--- config.mk ---
export PLATFORM = sky130hd
export DESIGN_NAME = serial_negate_ctrl
export DESIGN_NICKNAME = d
export VERILOG_FILES = /design/src/rtl/serial_negate_pkg.sv /design/src/rtl/serial_twos_comp.sv /design/src/rtl/serial_negate_ctrl.sv
export SDC_FILE = /design/constraint.sdc
export NUM_CORES = 1
export LEC_CHECK = 0
export BUFFER_PORTS_ARGS = -buffer_cell sky130_fd_sc_hd__buf_2
export CORE_MARGIN = 4
export CORE_UTILIZATION = 45
export DETAILED_ROUTE_END_ITERATION = 16
export GPL_TIMING_DRIVEN = 1
export MAX_ROUTING_LAYER = met4
export PLACE_DENSITY = 0.68
export SLEW_MARGIN = 30
export SYNTH_ARGS = -nofsm -noshare
export SYNTH_HDL_FRONTEND = slang
export SYNTH_SLANG_ARGS = --single-unit
export TNS_END_PERCENT = 20
--- constraint.sdc ---
create_clock -name clk -period 1.7 [get_ports clk]
set_input_delay 0.085 -clock clk [delete_from_list [all_inputs] [get_ports clk]]
set_output_delay 0.085 -clock clk [all_outputs]
set_load 0.1 [all_outputs]
--- src/rtl/serial_negate_pkg.sv ---
// Shared types and constants for the serial two's-complement negator.
// Holds the controller state encoding and the most-negative-value helper.
package serial_negate_pkg;

    typedef enum logic [1:0] {
        ST_IDLE  = 2'd0,
        ST_SHIFT = 2'd1,
        ST_DONE  = 2'd2
    } state_t;

    // 1 followed by w-1 zeros, right-aligned in a 32-bit word
    function automatic logic [31:0] most_neg(input int w);
        logic [31:0] v;
        v = 32'd1 << (w - 1);
        return v;
    endfunction

endpackage

--- src/rtl/serial_twos_comp.sv ---
// Bit-serial two's-complement cell: invert every bit after the first one.
// z is combinational from x so it is valid in the cycle x is presented.
module serial_twos_comp
    import serial_negate_pkg::*;
(
    input  logic clk,
    input  logic areset,
    input  logic clr,
    input  logic en,
    input  logic x,
    output logic z
);

    logic seen_one;

    // Remember whether a 1 has already passed through this operand
    always_ff @(posedge clk or posedge areset) begin
        if (areset) begin
            seen_one <= 1'b0;
        end else if (clr) begin
            seen_one <= 1'b0;
        end else if (en && x) begin
            seen_one <= 1'b1;
        end
    end

    assign z = x ^ seen_one;

endmodule

--- src/rtl/serial_negate_ctrl.sv ---
// Handshaked controller that negates one operand LSB-first over WIDTH cycles.
// Holds the result in DONE until the consumer takes it.
module serial_negate_ctrl
    import serial_negate_pkg::*;
#(
    parameter int WIDTH = 8
) (
    input  logic             clk,
    input  logic             areset,
    input  logic             in_valid,
    output logic             in_ready,
    input  logic [WIDTH-1:0] in_data,
    output logic             out_valid,
    input  logic             out_ready,
    output logic [WIDTH-1:0] out_data,
    output logic             out_ovf,
    output logic             busy
);

    localparam int CW = $clog2(WIDTH + 1);
    localparam logic [WIDTH-1:0] MOST_NEG = WIDTH'(most_neg(WIDTH));
    localparam logic [CW-1:0] LAST_CNT = CW'(WIDTH - 1);

    state_t           state;
    state_t           state_nx;
    logic [CW-1:0]    cnt;
    logic [WIDTH-1:0] opnd;
    logic [WIDTH-1:0] res;
    logic             ovf_r;
    logic             accept;
    logic             last;
    logic             z;

    assign in_ready  = (state == ST_IDLE);
    assign busy      = (state == ST_SHIFT);
    assign out_valid = (state == ST_DONE);
    assign accept    = in_valid && in_ready;
    assign last      = (cnt == LAST_CNT);
    assign out_data  = out_valid ? res : '0;
    assign out_ovf   = out_valid && ovf_r;

    serial_twos_comp u_dp (
        .clk    (clk),
        .areset (areset),
        .clr    (accept),
        .en     (busy),
        .x      (opnd[0]),
        .z      (z)
    );

    // Next-state selection for the IDLE -> SHIFT -> DONE loop
    always_comb begin
        state_nx = state;
        unique case (state)
            ST_IDLE:  if (accept)    state_nx = ST_SHIFT;
            ST_SHIFT: if (last)      state_nx = ST_DONE;
            ST_DONE:  if (out_ready) state_nx = ST_IDLE;
            default:                 state_nx = ST_IDLE;
        endcase
    end

    // State register
    always_ff @(posedge clk or posedge areset) begin
        if (areset) begin
            state <= ST_IDLE;
        end else begin
            state <= state_nx;
        end
    end

    // Operand capture, bit counter and serial result assembly
    always_ff @(posedge clk or posedge areset) begin
        if (areset) begin
            cnt   <= '0;
            opnd  <= '0;
            res   <= '0;
            ovf_r <= 1'b0;
        end else if (accept) begin
            cnt   <= '0;
            opnd  <= in_data;
            res   <= '0;
            ovf_r <= (in_data == MOST_NEG);
        end else if (busy) begin
            cnt  <= cnt + 1'b1;
            opnd <= opnd >> 1;
            res  <= {z, res[WIDTH-1:1]};
        end
    end

endmodule

==> results.tsv <==
metric	value	unit
CTS buffer count	3	
CTS Root Cell	clkbuf_4	
Worst R2R Path Depth	4	
CP endpoint	out_ovf	
Final Critical Period	1.617	ns
post-synthesis register bit count	24	
setup violators final	0	
antenna violations before repair	0	
Critical Path AT	1.53	ns
slew margin rel.	0.6795	
R2R Path Start	state[1]	
total grt overflow	0	
clock buffer depth	2	
CTS tree	done	
largest net degree at the start of global routing	25	
share of post-route cells with drive strength above 1	0.3243	
H-Tree Depth	1	
area grow syn2layout	34.16	%
number of global-route vias before repair	921	
Seq/Total Area, Yosys	0.5172	
Die Width	58.80	um
number of I/O port buffers	23	
Setup Skew	0.005641	ns
worst hold margin	0.01049	ns
CP Launch Point	state[0]	
core footprint	0.002477	mm2
Yosys top cell by area	dfrtp_1	
cell area after placement	0.001458	mm2
syn_area_per_cell	9.924	um2
Reg2Reg Setup Slack	0.37	ns
detailed-route via count	931	
Clock Latency Late Sink	0.31	ns
drt wl/cell	13.16	um
max-cap check violation count	0	
Fin. Hold Viols	0	
Post-Syn Area	0.001161	mm2
DIE AREA	0.003457	mm2
crit path launch type	flip-flop	
LEAKAGE	0.0007639	uW
Slowest cell on crit path	dfrtp_1	
total track usage	0.1576	
synth top area cells	dfrtp_1 (52%), nand2_1 (12%), a22oi_1 (4.5%)	
antenna viol nets, final	0	
final wirelength	2.343	mm
via density per instance	5.230	
Setup crit end kind	output port	
Worst path max stage delay	0.47	ns
CTS sink count	24	
first-pass GRT wire length	3.981	mm
clock-pin slew on the worst setup and hold paths	0.12	ns
Max Fclk	618.4	MHz
FF-to-FF End	cnt[2]	
IO Count	24	
Pwr Density	1458	mW/mm2
Antenna diodes	0	
Tcrit/Tclk final	0.9512	
Slew Limit Fails	0	
Critical Setup Path Class	flip-flop to output port	
post-synth cell types	30	
Die Y	58.80	um
CP Max Fanout	10	
residual DRC count	0	
First DRT Iteration DRCs	26	
DR pass1 iterations	4	
highest ir drop seen on vdd	1105	uV
Final Cell Area	0.001558	mm2
hpwl dp	1.738	mm
Worst Hold Class	input pin to flip-flop	
Rows	18	
YS warnings	0	
Final nets	163	
Initial Util	0.4687	
Mapped Nets	130	
Slew @ Worst Pin	0.4841	ns
cells along the critical path	and2b_4 -> inv_1 -> nor2_4 -> buf_12	
RD Place Congestion	0.7308	
cell count after synthesis	117	
Synth top area share	0.5172	
status	completed	
Design Power	2271	uW
CP required	1.62	ns
-- layout make-up --
class                      instances  area (um2)
fill                             201       919.6
inverter                           4       22.52
sequential                        24       600.6
tap                               30       37.54
timing repair buffer              33       360.3
clock buffer                       3       22.52
multi-input combinational         84       514.2
-- Yosys cell counts --
master and count:
nand3_2 3, nor3b_2 1, nand4_4 1, ha_1 1, a22o_1 1, dfrtp_1 24, nand3_1 8, nor4_1 1
a22oi_1 7, and2_1 8, nor4b_1 1, or3b_4 1, inv_8 1, buf_4 1, mux2i_1 1, o21ai_0 3
nand2_1 36, a21o_1 1, nor2_1 2, buf_2 1, xnor2_1 1, nand3b_1 1, nand2b_1 1, o22ai_1 1
o21bai_1 1, o21bai_2 1, nor3b_1 1, and2b_1 1, inv_1 3, buf_6 3
-- placed cells by master, fill, tap and decap left out, types with 3 or more instances in the layout --
| cell | synthesis | final |
|---|---|---|
| o21ai_0 | 3 | 3 |
| nand2_1 | 36 | 36 |
| dlygate4sd3_1 | 0 | 7 |
| a22oi_1 | 7 | 7 |
| clkbuf_4 | 0 | 3 |
| buf_12 | 0 | 10 |
| and2_2 | 0 | 8 |
| dfrtp_1 | 24 | 24 |
| nand3_2 | 3 | 3 |
| nand3_1 | 8 | 8 |
| inv_1 | 3 | 3 |
| buf_4 | 1 | 4 |
| buf_2 | 1 | 12 |
-- registers in the layout, indices dropped and copies added (netlist names) --
name and flops:
cnt 4, res 8, u_dp.seen_one 1, ovf_r 1
state 2, opnd 8
-- per-layer routing --
layer,track usage,vias to the layer above,part of all wire
li1,-,455,-
met1,0.1919,446,0.45
met2,0.2445,25,0.47
met3,0.04825,5,0.058
met4,0.06149,0,0.012
met5,-,-,0
-- power breakdown --
part | internal [uW] | leakage [uW] | switching, uW
logic | 371 | 0.000445 | 654
registers | 809 | 0.000305 | 193
clock network | 82.9 | 0.0000138 | 161
total | 1260 | 0.000764 | 1010
-- kinds of logic after synthesis --
family,share of synthesized area
and+or+nand+nor,0.3028
DFF,0.5172
AOI/OAI and AO/OA,0.09375
buffers and inverters,0.05926
xor gates and xnor gates,0.007544
muxes,0.008621
adders and majority gates,0.01077
-- worst max-delay path, delay by kind of cell (launching register included) --
family	cells	cell delay, ns
buffers and inverters	2	0.28
and+or+nand+nor	2	0.46
DFF	1	0.47
-- worst min path at each step --
stage / depth (start not counted) / from / end / slack [ns]
2_1_floorplan: 1 / areset / cnt[0] / 0.1
3_3_place_gp: 3 / areset / res[5] / 0.14
3_5_place_dp: 3 / areset / res[4] / 0.15
4_1_cts: 3 / in_data[6] / opnd[6] / 0.0005
5_1_grt: 3 / in_data[5] / opnd[5] / 0.002
6_report: 3 / in_data[6] / opnd[6] / 0.01
-- metrics by stage --
stage           TNS (ns)  cells    util  setup WS (ns)
2_1_floorplan   -0.07015    117       -       -0.07015
3_3_place_gp           0    168  0.5884         0.3449
3_5_place_dp           0    168  0.5884         0.2865
6_report               0    178  0.6288        0.08299
4_1_cts                0    176  0.6192        0.03703
5_1_grt        -0.001967    178  0.6288      -0.001967
-- timing repair --
item | in CTS | in global routing
setup buffers | 0 | 0
pin swaps | 0 | 0
setup endpoints to repair | 2 | 2
endpoints found under the hold margin | 28 | 2
resized for setup | 2 | 2
hold buffers | 5 | 2
(Power assumes the default switching activity.)
